[src/rtl/alu_pkg.sv]
// alu_pkg: shared definitions for the 4-bit ALU and its command sequencer.
//   W         datapath width
//   OP_*      3-bit opcodes; OP_AND..OP_SLT double as the ALU sel encoding
//   seq_state_e  state encoding of alu_cmd_sequencer
package alu_pkg;

  localparam int W = 4;

  localparam logic [2:0] OP_AND     = 3'b000;
  localparam logic [2:0] OP_OR      = 3'b001;
  localparam logic [2:0] OP_ADD     = 3'b010;
  localparam logic [2:0] OP_SUB     = 3'b011;
  localparam logic [2:0] OP_SLT     = 3'b100;
  localparam logic [2:0] OP_MUL     = 3'b101;
  localparam logic [2:0] OP_ABSDIFF = 3'b110;
  localparam logic [2:0] OP_ILL     = 3'b111;

  typedef enum logic [2:0] {
    ST_IDLE   = 3'd0,
    ST_EXEC   = 3'd1,
    ST_MUL    = 3'd2,
    ST_ADIFF2 = 3'd3,
    ST_RESP   = 3'd4
  } seq_state_e;

endpackage

[src/rtl/alu_cmd_sequencer.sv]
// alu_cmd_sequencer: accepts ALU requests over valid/ready, drives an external
// combinational ALU, and returns results over a second valid/ready handshake.
// MUL (repeated ADD) and ABSDIFF (SLT then SUB) are built from several passes.
//
// Ports
//   clk, rst                  clock, synchronous active-high reset
//   cmd_valid/cmd_ready       request handshake; cmd_op/cmd_a/cmd_b payload
//   alu_a/alu_b/alu_sel       drive to the ALU; alu_out is its same-cycle result
//   rsp_valid/rsp_ready       response handshake; rsp_data/rsp_err payload
//
// state  | meaning
// IDLE   | waiting for a request, cmd_ready=1
// EXEC   | single ALU pass (ops 000-100), illegal op, or SLT step of ABSDIFF
// MUL    | accumulate a into acc, b times
// ADIFF2 | SUB step of ABSDIFF with operands ordered by the SLT result
// RESP   | result held until rsp_ready
module alu_cmd_sequencer
  import alu_pkg::*;
(
  input  logic         clk,
  input  logic         rst,
  input  logic         cmd_valid,
  output logic         cmd_ready,
  input  logic [2:0]   cmd_op,
  input  logic [W-1:0] cmd_a,
  input  logic [W-1:0] cmd_b,
  output logic [W-1:0] alu_a,
  output logic [W-1:0] alu_b,
  output logic [2:0]   alu_sel,
  input  logic [W-1:0] alu_out,
  output logic         rsp_valid,
  input  logic         rsp_ready,
  output logic [W-1:0] rsp_data,
  output logic         rsp_err
);

  seq_state_e   state_q, state_d;
  logic [2:0]   op_q, op_d;
  logic [W-1:0] a_q, a_d;
  logic [W-1:0] b_q, b_d;
  logic [W-1:0] acc_q, acc_d;
  logic [W-1:0] cnt_q, cnt_d;
  logic         less_q, less_d;
  logic [W-1:0] rsp_data_q, rsp_data_d;
  logic         rsp_err_q, rsp_err_d;

  always_comb begin
    state_d    = state_q;
    op_d       = op_q;
    a_d        = a_q;
    b_d        = b_q;
    acc_d      = acc_q;
    cnt_d      = cnt_q;
    less_d     = less_q;
    rsp_data_d = rsp_data_q;
    rsp_err_d  = rsp_err_q;
    alu_a      = '0;
    alu_b      = '0;
    alu_sel    = OP_AND;

    case (state_q)
      ST_IDLE: begin
        if (cmd_valid) begin
          op_d = cmd_op;
          a_d  = cmd_a;
          b_d  = cmd_b;
          if (cmd_op == OP_MUL) begin
            acc_d   = '0;
            cnt_d   = cmd_b;
            state_d = ST_MUL;
          end else begin
            state_d = ST_EXEC;
          end
        end
      end

      ST_EXEC: begin
        case (op_q)
          OP_ABSDIFF: begin
            alu_a   = a_q;
            alu_b   = b_q;
            alu_sel = OP_SLT;
            less_d  = alu_out[0];
            state_d = ST_ADIFF2;
          end
          OP_ILL: begin
            rsp_data_d = '0;
            rsp_err_d  = 1'b1;
            state_d    = ST_RESP;
          end
          default: begin
            alu_a      = a_q;
            alu_b      = b_q;
            alu_sel    = op_q;
            rsp_data_d = alu_out;
            rsp_err_d  = 1'b0;
            state_d    = ST_RESP;
          end
        endcase
      end

      ST_MUL: begin
        alu_a   = acc_q;
        alu_b   = a_q;
        alu_sel = OP_ADD;
        if (cnt_q != '0) begin
          acc_d = alu_out;
          cnt_d = cnt_q - W'(1);
        end else begin
          rsp_data_d = acc_q;
          rsp_err_d  = 1'b0;
          state_d    = ST_RESP;
        end
      end

      ST_ADIFF2: begin
        // Subtract the smaller operand from the larger so the result is |a-b|.
        alu_a      = less_q ? b_q : a_q;
        alu_b      = less_q ? a_q : b_q;
        alu_sel    = OP_SUB;
        rsp_data_d = alu_out;
        rsp_err_d  = 1'b0;
        state_d    = ST_RESP;
      end

      ST_RESP: begin
        if (rsp_ready) state_d = ST_IDLE;
      end

      default: state_d = ST_IDLE;
    endcase
  end

  always_ff @(posedge clk) begin
    if (rst) begin
      state_q    <= ST_IDLE;
      op_q       <= OP_AND;
      a_q        <= '0;
      b_q        <= '0;
      acc_q      <= '0;
      cnt_q      <= '0;
      less_q     <= 1'b0;
      rsp_data_q <= '0;
      rsp_err_q  <= 1'b0;
    end else begin
      state_q    <= state_d;
      op_q       <= op_d;
      a_q        <= a_d;
      b_q        <= b_d;
      acc_q      <= acc_d;
      cnt_q      <= cnt_d;
      less_q     <= less_d;
      rsp_data_q <= rsp_data_d;
      rsp_err_q  <= rsp_err_d;
    end
  end

  // Handshake outputs are masked while rst is held so nothing is offered or
  // accepted during reset, even before the first reset edge.
  assign cmd_ready = (state_q == ST_IDLE) && !rst;
  assign rsp_valid = (state_q == ST_RESP) && !rst;
  assign rsp_data  = rsp_data_q;
  assign rsp_err   = rsp_err_q;

endmodule

[config.mk]
export PLATFORM = sky130hd
export DESIGN_NAME = alu_cmd_sequencer
export DESIGN_NICKNAME = d
export VERILOG_FILES = /design/src/rtl/alu_pkg.sv /design/src/rtl/alu_cmd_sequencer.sv
export SDC_FILE = /design/constraint.sdc
export NUM_CORES = 1
export LEC_CHECK = 0
export ABC_AREA = 1
export CAP_MARGIN = 30
export CORE_ASPECT_RATIO = 0.7
export CORE_MARGIN = 8
export CORE_UTILIZATION = 40
export CTS_BUF_LIST = sky130_fd_sc_hd__clkbuf_4 sky130_fd_sc_hd__clkbuf_8
export CTS_CLUSTER_SIZE = 20
export DETAILED_ROUTE_END_ITERATION = 7
export PLACE_DENSITY = 0.69
export SYNTH_ARGS = -nofsm -noshare
export SYNTH_HDL_FRONTEND = slang
export SYNTH_SLANG_ARGS = --single-unit
[constraint.sdc]
create_clock -name clk -period 1.4 [get_ports clk]
set_input_delay 0.42 -clock clk [delete_from_list [all_inputs] [get_ports clk]]
set_output_delay 0.42 -clock clk [all_outputs]
set_load 0.01 [all_outputs]
# Yosys cells after proc, flatten, opt, wreduce, memory -nomap -nowiden
# Index checks and enable logic that the tools add are counted.
[word_totals] regBits=28 latch_bits=0 ramBits=0 romBits=0 inputBits=19 output_inout_bits=18 word_cells=63 memories=0
[op_classes] addsub=1 n_mul=0 div=0 magnitude_cmp=0 n_eq_ne=13 shift=0 n_mux=28 bitwise_logic=0 reduce_logical=12
[ops] operator="$mux 4" n=11
[ops] operator="$pmux 4 s3" n=3
[ops] operator="$pmux 4 s2" n=3
[ops] operator="$pmux 3 s5" n=1
[ops] operator="$eq 3x3->1 const B" n=4
[ops] operator="$mux 3" n=4
[ops] operator="$ne 2x2->1 const B" n=6
[ops] operator="$pmux 3 s3" n=1
[ops] operator="$eq 3x2->1 const B" n=2
[ops] operator="$pmux 3 s2" n=1
[ops] operator="$reduce_and 3->1" n=2
[ops] operator="$reduce_and 2->1" n=2
[ops] operator="$reduce_and 4->1" n=1
[ops] operator="$reduce_bool 4->1" n=1
[ops] operator="$sub 4x1->4 const B" n=1
[ops] operator="$eq 3x1->1 const B" n=1
[ops] operator="$logic_not 3->1" n=1
[ops] operator="$pmux 1 s3" n=1
[ops] operator="$reduce_bool 3->1" n=1
[ops] operator="$logic_and 1x1->1" n=2
[ops] operator="$mux 2" n=1
[ops] operator="$pmux 1 s2" n=1
[ops] operator="$reduce_bool 2->1" n=1
[ops] operator="$logic_not 1->1" n=1
[ops] operator="$mux 1" n=1

# Longest topological paths before layout
# Gate-level depths: netlist (run 1).
[logic_depth] word_depth=4 depth_mapped=9 depth_no_buf=9

# Worst setup path after synthesis (run 1)
# OpenSTA, ideal clock, no wires.
[synth_timing] path_kind="reg2out" from="register state_q[1]" to="output alu_b[0]" arrival_ps=1170 required_ps=980 slack_ps=-190 path_stages_with_launch=6 path_buffers=1 path_cell_list="dfxtp_1 > nand2_4 > nor2_4 > buf_4 > a21oi_1 > o21ai_0"
[synth_between] elab_chain_cells=2 word_cells_on_any_way=4 classes_between="3 x eq/ne; 1 x mux"
[synth_rtl] element="start, declared" line_no="alu_cmd_sequencer.sv:37" text="seq_state_e state_q, state_d;"
[synth_rtl] element="start signal, assigned" line_no="alu_cmd_sequencer.sv:146" text="state_q <= state_d;"
[synth_rtl] element="$eq 3x2->1 or $eq 3x1->1 (tied branches)" line_no="alu_cmd_sequencer.sv:61" text="case (state_q)"
[synth_rtl] element="$pmux 4 s3 *" line_no="alu_cmd_sequencer.sv:61"
[synth_rtl] element="end, declared" line_no="alu_cmd_sequencer.sv:28" text="output logic [W-1:0] alu_b,"
# Every way passes the cells marked *; elsewhere a longest branch is shown, timed or not.

# Final worst setup path (run 1)
[layout_timing] from="register state_q[2]" to="output alu_a[1]"
[layout_between] elab_chain_cells=2 word_cells_on_any_way=4 classes_between="3 x eq/ne; 1 x mux"
[layout_rtl] element="$eq 3x2->1 or $eq 3x1->1 (tied branches)" line_no="alu_cmd_sequencer.sv:61"
[layout_rtl] element="$pmux 4 s3 *" line_no="alu_cmd_sequencer.sv:61"
[layout_rtl] element="end, declared" line_no="alu_cmd_sequencer.sv:27" text="output logic [W-1:0] alu_a,"
# Marked as above.

==> results of run 1 <==
## per-stage QoR
step | setup TNS, ps | hold slack [ps] | power (mW) | instance area [um^2] | worst slack (ps)
final | -8470 | 474 | 5.83 | 2590 | -528
after global placement | -11810 | 450 | 4.32 | 2300 | -635
after detailed placement | -12700 | 466 | 4.35 | 2300 | -629
after floorplan | -223 | 444 | 3.04 | 1580 | -43.3
after global routing | -11630 | 516 | 6.20 | 2590 | -603
after CTS | -6850 | 481 | 5.52 | 2500 | -495
## layer usage
layer  up-vias  GRT usage (%)  routed length, um
met1       847           19.0               2380
met2        49           29.3               2370
met3         8           4.81                324
li1        938              -                  -
met4         0           4.12                 78
met5         -              0                  0
## power groups by stage
stage | sequential, mW | combinational [mW] | clock (mW)
2_1_floorplan | 1.29 | 1.76 | 0
3_3_place_gp | 1.26 | 3.06 | 0
3_5_place_dp | 1.27 | 3.09 | 0
4_1_cts | 1.26 | 3.73 | 0.523
5_1_grt | 1.31 | 4.34 | 0.552
6_report | 1.28 | 4.02 | 0.525
## state kept, by name, summed over array words and instances (netlist names)
signal,count
a_q,4
acc_q,4
b_q,4
cnt_q,4
less_q,1
op_q,3
rsp_data,4
rsp_err,1
state_q,3
## worst max-delay path: cells and delay by family, from the launching register on
kind | cells | cell delay, ps
compound gates | 1 | 110
buf+inv | 3 | 340
flops | 1 | 350
simple gates | 3 | 430
## cells in the mapped netlist
cell type / number
sky130_fd_sc_hd__buf_1: 1
sky130_fd_sc_hd__o21ai_0: 20
sky130_fd_sc_hd__nand3_1: 22
sky130_fd_sc_hd__nand2_2: 3
sky130_fd_sc_hd__nand2_1: 58
sky130_fd_sc_hd__dfxtp_1: 28
sky130_fd_sc_hd__a21oi_1: 21
sky130_fd_sc_hd__o31ai_1: 1
sky130_fd_sc_hd__nor2_2: 2
sky130_fd_sc_hd__buf_2: 2
sky130_fd_sc_hd__xnor2_1: 1
sky130_fd_sc_hd__nor2_4: 1
sky130_fd_sc_hd__nand3b_1: 1
sky130_fd_sc_hd__buf_4: 2
sky130_fd_sc_hd__inv_1: 23
sky130_fd_sc_hd__nor3_1: 1
sky130_fd_sc_hd__nand2_4: 4
sky130_fd_sc_hd__o21ai_1: 1
sky130_fd_sc_hd__o21ai_2: 1
sky130_fd_sc_hd__a211oi_1: 1
sky130_fd_sc_hd__o21ai_4: 1
sky130_fd_sc_hd__nor4_1: 1
sky130_fd_sc_hd__nor2_1: 30
sky130_fd_sc_hd__o211ai_1: 4
sky130_fd_sc_hd__ha_1: 1
sky130_fd_sc_hd__inv_2: 3
## layout make-up
| cell class | instances | area share [%] |
|---|---|---|
| sequential | 28 | 22.0 |
| clock buffer | 4 | 2.12 |
| inverter | 26 | 4.35 |
| timing repair buffer | 81 | 26.9 |
| tap | 50 | 2.41 |
| multi-input combinational | 178 | 42.3 |
## kinds of logic after synthesis
| kind of cell | synth area share, % |
|---|---|
| flip-flops | 36.5 |
| AO/OA/AOI/OAI | 18.3 |
| adder cells (fa/ha/maj) | 0.815 |
| buffers and inverters | 8.23 |
| XOR/XNOR | 0.571 |
| AND/OR/NAND/NOR | 35.6 |
## path summary, 6_finish.rpt
kind                                  from        to  slack (ps)  cells after the start
worst min-delay path               rsp_err   rsp_err         470                      2
worst max-delay path            state_q[2]  alu_a[1]        -530                      7
worst max register to register  state_q[2]  cnt_q[1]        -190                     11
worst min register to register     rsp_err   rsp_err         470                      2
## what timing repair did
| item | CTS | global route |
|---|---|---|
| pin swaps | 12 | 12 |
| gates cloned | 2 | 1 |
| endpoints found under the setup margin | 42 | 40 |
| setup buffers | 6 | 3 |
| resized for setup | 106 | 25 |
==> impl_results.rst, run 1 <==
.. list-table::
   :header-rows: 1

   * - Metric
     - Value
   * - Seq/Total Area, Yosys
     - roughly 37%
   * - Clock insertion delay at the later pin of the skew report
     - approximately 280 ps
   * - Post-route insts no fill
     - between 300 and 400
   * - Global-route wire length before repair
     - approximately 8100 um
   * - Reg area
     - between 500 and 600 um^2
   * - Cell count after synthesis
     - 234
   * - Die outline height
     - between 60 and 70 um
   * - Post-synthesis instance area
     - 1540 um^2
   * - TritonRoute pass-1 iters
     - 4
   * - Syn Nets
     - around 250
   * - Row count
     - 18
   * - Slowest Stage Delay on Critical Path
     - roughly 350 ps
   * - Most common cell after layout, fill and taps aside
     - sky130_fd_sc_hd__nand2_1
   * - Max Transition Viols Final
     - 0
   * - Via density
     - about 5.0
   * - Final Skew
     - around 5.7 ps
   * - Area of the core
     - around 3600 um^2
   * - Worst slew margin relative to its limit
     - slightly below 80%
   * - Die X
     - between 90 and 100 um
   * - Seq pwr share
     - a little over a fifth
   * - Critical Path AT
     - about 1500 ps
   * - Fmax
     - 519 MHz
   * - Synth area leaders
     - sky130_fd_sc_hd__dfxtp_1, sky130_fd_sc_hd__nand2_1, sky130_fd_sc_hd__nor2_1, sky130_fd_sc_hd__nand3_1, sky130_fd_sc_hd__a21oi_1
   * - Part of the total power dissipated in combinational logic
     - between 60% and 70%
   * - Fill cells
     - roughly 310
   * - Total grt overflow
     - 0
   * - Shortest period the worst path allows
     - roughly 1900 ps
   * - Final setup violation count
     - 40
   * - Number of hold violations in the final report
     - 0
   * - CP max stage cell
     - sky130_fd_sc_hd__dfxtp_2
   * - Number of global-route vias before repair
     - ~1,700
   * - Pwr/cell area
     - around 2300 nW/um^2
   * - CTS H-tree depth
     - 1
   * - Detailed placement HPWL
     - 3370 um
   * - Dpl cells
     - ~360
   * - Number of nets in the layout
     - approximately 340
   * - Fraction of the cycle the final worst path needs
     - 138%
   * - Post-route worst setup slack
     - -528 ps
   * - CP Cell Sequence
     - inv_4 -> buf_6 -> nand2_4 -> nor2_4 -> nand2_1 -> o211ai_1 -> buf_2
   * - Type of the worst setup path
     - register to output pin
   * - Tot GR Track Use
     - between 10% and 20%
   * - Clock network fraction of design power
     - under 10%
   * - Area occupied by multi-input gates
     - ~1100 um^2
   * - Area leader, netlist
     - sky130_fd_sc_hd__dfxtp_1
   * - Max clock buf depth
     - 2
   * - Number of port buffers
     - 36
   * - Fraction of power spent switching nets
     - between 40 and 50%
   * - Die ar.
     - a little over 6000 um^2
   * - Worst vdd rail ir drop
     - approximately 1.8 mV
   * - Commonest non-fill, non-tap cells in the layout
     - sky130_fd_sc_hd__nand2_1, sky130_fd_sc_hd__buf_4, sky130_fd_sc_hd__nor2_1
   * - DRC violation count after routing
     - 0
   * - Internal Dissipation
     - between 3 and 4 mW
   * - Weighted congestion reported at the end of routability-driven placement
     - ~0.79
   * - Clock-pin slew of the registers on the worst-case setup and hold paths
     - approximately 100 ps
   * - Setup repair after global routing missed its margin
     - true
   * - Share of layout cells above drive strength 1
     - between 30% and 40%
   * - Antenna violations before repair
     - 0
   * - Switching pwr
     - about 2.7 mW
   * - Distinct cells, synth
     - 26
   * - CP endpoint kind
     - output pin
   * - Initial core utilization
     - between 40% and 50%
   * - TritonCTS Sinks
     - 28
   * - Number of synthesized register bits
     - 28
   * - Maximum number of pins on one net before global-route repair
     - 22
   * - Final core area utilization
     - between 70% and 80%
   * - Worst Tran Pin Value
     - between 300 and 400 ps
   * - Layout overhead on the synthesized area
     - 68.8%
   * - Biggest fanout along the worst timing path
     - 5
   * - Leakage power
     - ~1.2 nW
   * - Yosys Warn Count
     - 0
   * - Worst hold-check path type
     - register to register
   * - Startpoint Class
     - register
   * - Result of the run
     - complete, but fails checks
   * - Post-Synthesis Mean Instance Area
     - between 6 and 7 um^2
   * - Violations in the final reports
     - setup timing
   * - Antenna diodes
     - 0
   * - Library cell used as clock root buffer
     - sky130_fd_sc_hd__clkbuf_8
   * - Routed via count
     - 1,842
   * - Total wire length after detailed routing
     - between 5000 and 6000 um
   * - Remaining antenna violation count
     - 0
   * - Detailed-route wire length per cell
     - ~14 um
   * - Data required time at the worst endpoint
     - 980 ps
   * - Maximum Capacitance Violations
     - 0
   * - Synth top area share
     - a little over a third
   * - Post-CTS Hold Buffers
     - 0
   * - Clock buffer count from CTS
     - 3
   * - Ports
     - 37
   * - DRT iter0 DRCs
     - 94
   * - Clock tree from TritonCTS
     - done
Note: power is estimated with default switching activity, not from simulation.
==> run 2: changes to the inputs <==
--- a/config.mk
+++ b/config.mk
@@ -6,14 +6,13 @@
 export NUM_CORES = 1
 export LEC_CHECK = 0
 export ABC_AREA = 1
-export CAP_MARGIN = 30
+export CAP_MARGIN = 20
 export CORE_ASPECT_RATIO = 0.7
 export CORE_MARGIN = 8
-export CORE_UTILIZATION = 40
+export CORE_UTILIZATION = 36
 export CTS_BUF_LIST = sky130_fd_sc_hd__clkbuf_4 sky130_fd_sc_hd__clkbuf_8
 export CTS_CLUSTER_SIZE = 20
 export DETAILED_ROUTE_END_ITERATION = 7
-export PLACE_DENSITY = 0.69
 export SYNTH_ARGS = -nofsm -noshare
 export SYNTH_HDL_FRONTEND = slang
 export SYNTH_SLANG_ARGS = --single-unit
==> constraint.sdc (replaced) <==
create_clock -name clk -period 1.4 [get_ports clk]
set_input_delay 0.21 -clock clk [delete_from_list [all_inputs] [get_ports clk]]
set_output_delay 0.21 -clock clk [all_outputs]
set_load 0.01 [all_outputs]
==> impl_results.rst, run 2 (synthesis gave the netlist of run 1 again) <==
.. list-table::
   :header-rows: 1

   * - Metric
     - Value
   * - Result of the run
     - complete, but fails checks
   * - Violations in the final reports
     - setup timing
   * - Post-CTS Hold Buffers
     - 0
   * - Worst slew margin relative to its limit
     - around three quarters
   * - DRC violation count after routing
     - 0
   * - Non-Filler Cell Area, Final
     - around 2600 um^2
   * - Number of port buffers
     - 36
   * - Number of nets in the layout
     - 336
   * - Startpoint Class
     - register
   * - Number of hold violations in the final report
     - 0
   * - Number of cells on the worst reg-to-reg path
     - 11
   * - Total cell area at the placement stage
     - approximately 2200 um^2
   * - Setup slack of the most critical reg-to-reg path
     - -90 ps
   * - Row count
     - 20
   * - Die outline height
     - roughly 70 um
   * - Initial core utilization
     - between 30% and 40%
   * - Maximum number of pins on one net before global-route repair
     - 26
   * - Detailed-route wire length per cell
     - approximately 13 um
   * - Weighted congestion reported at the end of routability-driven placement
     - a little under 0.8
   * - CP endpoint kind
     - output pin
   * - Fraction of the cycle the final worst path needs
     - 122%
   * - Clock tree from TritonCTS
     - done
   * - Startpoint of the tightest hold check path
     - cmd_valid
   * - Max Transition Viols Final
     - 0
   * - Final setup violation count
     - 20
   * - Worst vdd rail ir drop
     - between 0.8 and 0.9 mV
   * - Total wire length after detailed routing
     - roughly 5000 um
   * - Shortest period the worst path allows
     - around 1700 ps
   * - Die X
     - about 94 um
   * - Antenna violations before repair
     - 0
   * - Ports
     - 37
   * - Detailed placement HPWL
     - 3450 um
   * - Layout overhead on the synthesized area
     - 67.2%
   * - Clock-pin slew of the registers on the worst-case setup and hold paths
     - approximately 100 ps
   * - Share of layout cells above drive strength 1
     - between 30 and 40%
   * - Antenna diodes
     - 0
   * - Total grt overflow
     - 0
   * - Max clock buf depth
     - 2
   * - DRT iter0 DRCs
     - 81
   * - Hold Worst Slack
     - 471 ps
   * - Worst Tran Pin Value
     - approximately 390 ps
   * - Die ar.
     - ~6600 um^2
   * - Startpoint of the most critical setup path
     - state_q[2]
   * - Worst hold-check path type
     - primary input to register
   * - Commonest non-fill, non-tap cells in the layout
     - sky130_fd_sc_hd__nand2_1, sky130_fd_sc_hd__buf_4, sky130_fd_sc_hd__nor2_1
   * - Critical path destination
     - alu_a[0]
   * - Post-route worst setup slack
     - -308 ps
   * - Data required time at the worst endpoint
     - 1190 ps
   * - Crit Reg-Reg Startpoint
     - state_q[1]
   * - CTS H-tree depth
     - 1
   * - Remaining antenna violation count
     - 0
   * - Number of global-route vias before repair
     - around 1,700
   * - Most common cell after layout, fill and taps aside
     - sky130_fd_sc_hd__nand2_1
   * - Clock insertion delay at the later pin of the skew report
     - around 280 ps
   * - Tot GR Track Use
     - between 10% and 20%
   * - Final Skew
     - ~3.6 ps
   * - Clock buffer count from CTS
     - 3
   * - Fmax
     - 585 MHz
   * - Post-Place Worst Slack
     - -480 ps
   * - Area of the core
     - about 4200 um^2
   * - FF-to-FF End
     - cnt_q[0]
   * - Library cell used as clock root buffer
     - sky130_fd_sc_hd__clkbuf_8
   * - TritonRoute pass-1 iters
     - 4
   * - Setup repair after global routing missed its margin
     - true
   * - Biggest fanout along the worst timing path
     - 6
   * - Pwr/cell area
     - ~2300 nW/um^2
   * - TritonCTS Sinks
     - 28
   * - Routed via count
     - 1,789
   * - Leakage power
     - 1.22 nW
   * - Maximum Capacitance Violations
     - 0
   * - Global-route wire length before repair
     - slightly below 8000 um
   * - Critical Path AT
     - 1500 ps
   * - Total power consumption of the routed design
     - between 5 and 6 mW
   * - Type of the worst setup path
     - register to output pin
   * - Via density
     - between 4 and 5
[run 2: cell types whose count changed in the layout (fill, tap and decap cells not counted), sizes merged]
| cell | before | now |
|---|---|---|
| bufinv | 0 | 1 |
| buf | 58 | 55 |
| nor2 | 34 | 33 |
| dlygate4sd2 | 5 | 0 |
| o21ai | 23 | 24 |
| clkbuf | 5 | 3 |
| dlymetal6s2s | 0 | 6 |
| nand2 | 67 | 68 |
[run 2: critical path, cell delays in order (launching register included)]
cell and delay [ps]:
sky130_fd_sc_hd__dfxtp_2 350, sky130_fd_sc_hd__inv_4 70, sky130_fd_sc_hd__nand2_4 70, sky130_fd_sc_hd__nor2_2 100
sky130_fd_sc_hd__nand2_1 90, sky130_fd_sc_hd__o21ai_4 80, sky130_fd_sc_hd__buf_6 140, sky130_fd_sc_hd__nand2_1 50
sky130_fd_sc_hd__o211ai_1 100, sky130_fd_sc_hd__buf_2 170
[run 2: how the worst min path moves through the flow]
stage | endpoint | cells after the start
after floorplan | rsp_err | 1
after global placement | rsp_err | 2
after detailed placement | rsp_err | 2
after CTS | rsp_err | 2
after global routing | a_q[0] | 3
final | op_q[1] | 3
[run 2: report_power, final]
group	switching, mW	internal (mW)
clock	0.279	0.384
combinational	2.18	1.71
sequential	0.159	1.08
[run 2: final cells by class]
class | count | area, um^2
well taps | 55 | 68.8
clock inverters | 1 | 30.0
fillers | 408 | 1660
repair buffers | 78 | 684
clock buffers | 3 | 41.3
multi-input cells | 179 | 1060
flip-flops and latches | 28 | 568
inverters | 26 | 110
[run 2: what timing repair did]
| item | in CTS | in global routing |
|---|---|---|
| gates resized for setup | 84 | 51 |
| setup endpoints to repair | 37 | 45 |
| gates cloned | 2 | 2 |
| pin swaps | 11 | 12 |
| buffers inserted | 5 | 1 |
[run 2: stage by stage]
stage	util (%)	TNS (ps)	std cells
after global placement	52.5	-6470	356
after CTS	56.0	-4200	367
final	60.7	-3130	370
after detailed placement	52.5	-7090	356
after global routing	60.7	-5010	370
after floorplan	-	0	234
[run 2: per-layer routing]
| layer | up-vias | track usage [%] | wire length (um) |
|---|---|---|---|
| met5 | - | 0 | 0 |
| met4 | 0 | 1.58 | 11 |
| met3 | 3 | 3.49 | 227 |
| met2 | 40 | 22.6 | 2210 |
| met1 | 818 | 19.6 | 2540 |
| li1 | 928 | - | - |
==> run 3: changes to the inputs <==
--- a/config.mk
+++ b/config.mk
@@ -8,11 +8,13 @@
 export ABC_AREA = 1
 export CAP_MARGIN = 20
 export CORE_ASPECT_RATIO = 0.7
-export CORE_MARGIN = 8
+export CORE_MARGIN = 2
 export CORE_UTILIZATION = 36
 export CTS_BUF_LIST = sky130_fd_sc_hd__clkbuf_4 sky130_fd_sc_hd__clkbuf_8
 export CTS_CLUSTER_SIZE = 20
 export DETAILED_ROUTE_END_ITERATION = 7
+export PLACE_DENSITY = 0.73
 export SYNTH_ARGS = -nofsm -noshare
 export SYNTH_HDL_FRONTEND = slang
 export SYNTH_SLANG_ARGS = --single-unit
+export TNS_END_PERCENT = 5
==> impl_results.rst, run 3 (synthesis gave the netlist of run 1 again) <==
.. list-table::
   :header-rows: 1

   * - Metric
     - Value
   * - Count of buffer and inverter cells on the critical path
     - 4
   * - Global-route wire length before repair
     - roughly 7400 um
   * - Area of the core
     - about 4000 um^2
   * - Cell family with most CP delay
     - buffers and inverters
   * - Final Skew
     - between 10 and 15 ps
   * - Total power consumption of the routed design
     - approximately 5.3 mW
   * - Pwr/cell area
     - roughly 2200 nW/um^2
   * - Antenna diodes
     - 0
   * - Clock network fraction of design power
     - roughly an eighth
   * - Ports
     - 37
   * - Clock buffer count from CTS
     - 3
   * - Max clock buf depth
     - 2
   * - Fraction of power spent switching nets
     - between 40% and 50%
   * - Clock-pin slew of the registers on the worst-case setup and hold paths
     - about 110 ps
   * - Initial core utilization
     - about two fifths
   * - Detailed-route wire length per cell
     - about 13 um
   * - Post-route worst setup slack
     - -304 ps
   * - Shortest period the worst path allows
     - around 1700 ps
   * - Detailed placement HPWL
     - 3440 um
   * - Clock insertion delay at the later pin of the skew report
     - 290 ps
   * - Critical path depth
     - 9
   * - Antenna violations before repair
     - 0
   * - Worst Tran Pin Value
     - between 200 and 300 ps
   * - Dpl cells
     - ~350
   * - Critical Path AT
     - roughly 1500 ps
   * - Tot GR Track Use
     - 20.2%
   * - Total wire length after detailed routing
     - approximately 4600 um
   * - Number of port buffers
     - 36
   * - Startpoint of the most critical setup path
     - state_q[2]
   * - Die outline height
     - 58.6 um
   * - Fmax
     - between 500 and 600 MHz
   * - Startpoint Class
     - register
   * - CP Cell Sequence
     - inv_4 -> nand2_8 -> inv_4 -> nand2_2 -> o21ai_2 -> buf_6 -> nand2_2 -> o211ai_1 -> buf_2
   * - Data required time at the worst endpoint
     - approximately 1200 ps
   * - Setup repair after global routing missed its margin
     - true
   * - DRC violation count after routing
     - 0
   * - Fraction of the cycle the final worst path needs
     - 122%
   * - Violations in the final reports
     - setup timing
   * - Reg area
     - ~570 um^2
   * - Slowest Stage Delay on Critical Path
     - ~350 ps
   * - Crit Reg-Reg Startpoint
     - state_q[2]
   * - CP endpoint kind
     - output pin
   * - Weighted congestion reported at the end of routability-driven placement
     - about 0.94
   * - Most common cell after layout, fill and taps aside
     - sky130_fd_sc_hd__nand2_1
   * - TritonCTS Sinks
     - 28
   * - Area occupied by multi-input gates
     - roughly 990 um^2
   * - Worst hold-check path type
     - register to register
   * - Library cell used as clock root buffer
     - sky130_fd_sc_hd__clkbuf_8
   * - Maximum Capacitance Violations
     - 0
   * - Post-route insts no fill
     - 360
   * - Result of the run
     - complete, but fails checks
   * - Commonest non-fill, non-tap cells in the layout
     - sky130_fd_sc_hd__nand2_1, sky130_fd_sc_hd__buf_4, sky130_fd_sc_hd__nor2_1
   * - Max Transition Viols Final
     - 0
   * - Number of nets in the layout
     - 329
   * - Setup slack of the most critical reg-to-reg path
     - -160 ps
   * - Die X
     - approximately 82 um
   * - TritonRoute pass-1 iters
     - 4
   * - Switching pwr
     - 2.36 mW
   * - Critical path destination
     - alu_a[3]
   * - Row count
     - 19
   * - Leakage power
     - around 1.2 nW
   * - FF-to-FF End
     - cnt_q[1]
   * - Fill cells
     - ~360
   * - Total grt overflow
     - 0
   * - Type of the worst setup path
     - register to output pin
   * - CTS H-tree depth
     - 1
   * - CP max stage cell
     - sky130_fd_sc_hd__dfxtp_2
   * - Startpoint of the tightest hold check path
     - b_q[3]
   * - Worst vdd rail ir drop
     - between 1 and 1.5 mV
   * - Die ar.
     - between 4000 and 5000 um^2
   * - Routed via count
     - ~1,700
   * - Number of hold violations in the final report
     - 0
   * - Worst slew margin relative to its limit
     - 82.6%
   * - Via density
     - between 4 and 5
   * - DRT iter0 DRCs
     - 63
   * - Part of the total power dissipated in combinational logic
     - a little under two thirds
   * - Layout overhead on the synthesized area
     - 58.1%
   * - Biggest fanout along the worst timing path
     - 8
   * - Maximum number of pins on one net before global-route repair
     - 20
   * - Internal Dissipation
     - 2.98 mW
   * - Share of layout cells above drive strength 1
     - a little under a third
   * - Final setup violation count
     - 28
   * - Seq pwr share
     - 23.9%
   * - Post-CTS Hold Buffers
     - 0
   * - Clock tree from TritonCTS
     - done
   * - Number of global-route vias before repair
     - 1,599
   * - Number of cells on the worst reg-to-reg path
     - 11
   * - Remaining antenna violation count
     - 0
[run 3: changes by cell type in the layout (fill, tap and decap cells not counted), moves of 3 or more]
cell	change
sky130_fd_sc_hd__o21ai_0	+7
sky130_fd_sc_hd__o21ai_2	-3
sky130_fd_sc_hd__nand2_2	-3
sky130_fd_sc_hd__buf_4	+3
sky130_fd_sc_hd__nand3_1	+3
sky130_fd_sc_hd__buf_6	-6
sky130_fd_sc_hd__nand2_4	-3
sky130_fd_sc_hd__nand3_2	-3
sky130_fd_sc_hd__o21ai_1	-4
[run 3: metal layers]
metal  vias to the layer above  share of wire, %  global-route usage (%)
met5                         -                 0                       0
met4                         0              0.31                    3.81
met3                         3               6.2                    5.37
met2                        50                42                    29.8
met1                       786                52                    29.6
li1                        905                 -                       -
[run 3: layout make-up]
cell class / count / area share, %
clock buffers: 3 / 1.70
clock inverters: 1 / 1.24
inverters: 26 / 4.33
multi-input cells: 175 / 40.6
flip-flops and latches: 28 / 23.4
well taps: 52 / 2.68
repair buffers: 75 / 26.1
[run 3: worst min-delay path by stage]
| stage | to | slack (ps) | depth (start not counted) |
|---|---|---|---|
| finish | b_q[3] | 480 | 2 |
| global placement | a_q[1] | 460 | 2 |
| global route | a_q[2] | 500 | 2 |
| detailed placement | a_q[2] | 460 | 2 |
| CTS | b_q[3] | 480 | 2 |
| floorplan | rsp_err | 280 | 1 |
[run 3: metrics by stage]
step / setup TNS [ps] / setup WS (ps) / hold WS, ps / instance area (um^2) / util [%]
finish: -4390 / -304 / 485 / 2430 / 60.4
global route: -6790 / -371 / 498 / 2430 / 60.4
CTS: -3060 / -301 / 482 / 2310 / 57.4
detailed placement: -7110 / -516 / 462 / 2200 / 54.7
global placement: -5730 / -416 / 462 / 2200 / 54.7
floorplan: 0 / 20.4 / 279 / 1540 / -
[run 3: what timing repair did]
action / 4_1_cts / 5_1_grt
pin swaps: 6 / 2
cloned: 0 / 0
hold endpoints to repair: 0 / 0
setup endpoints to repair: 39 / 44
gates resized for setup: 82 / 22
setup buffers: 3 / 4
[run 3: worst reg2reg max path, stage by stage (launching register included)]
cell and delay, ps:
sky130_fd_sc_hd__dfxtp_2 350, sky130_fd_sc_hd__inv_4 90, sky130_fd_sc_hd__buf_6 110, sky130_fd_sc_hd__nand2_4 40, sky130_fd_sc_hd__nor2_4 170, sky130_fd_sc_hd__buf_4 140, sky130_fd_sc_hd__buf_4 130, sky130_fd_sc_hd__nand2_8 90
sky130_fd_sc_hd__nand2_8 110, sky130_fd_sc_hd__nand2_4 80, sky130_fd_sc_hd__nor2_1 100, sky130_fd_sc_hd__nor2_1 50
[run 3: power by group through the flow]
stage / Sequential (mW) / Clock, mW / Combinational, mW
2_1_floorplan: 1.27 / 0 / 1.67
3_3_place_gp: 1.24 / 0 / 2.89
3_5_place_dp: 1.24 / 0 / 2.95
4_1_cts: 1.26 / 0.669 / 3.12
5_1_grt: 1.30 / 0.688 / 3.77
6_report: 1.28 / 0.661 / 3.41
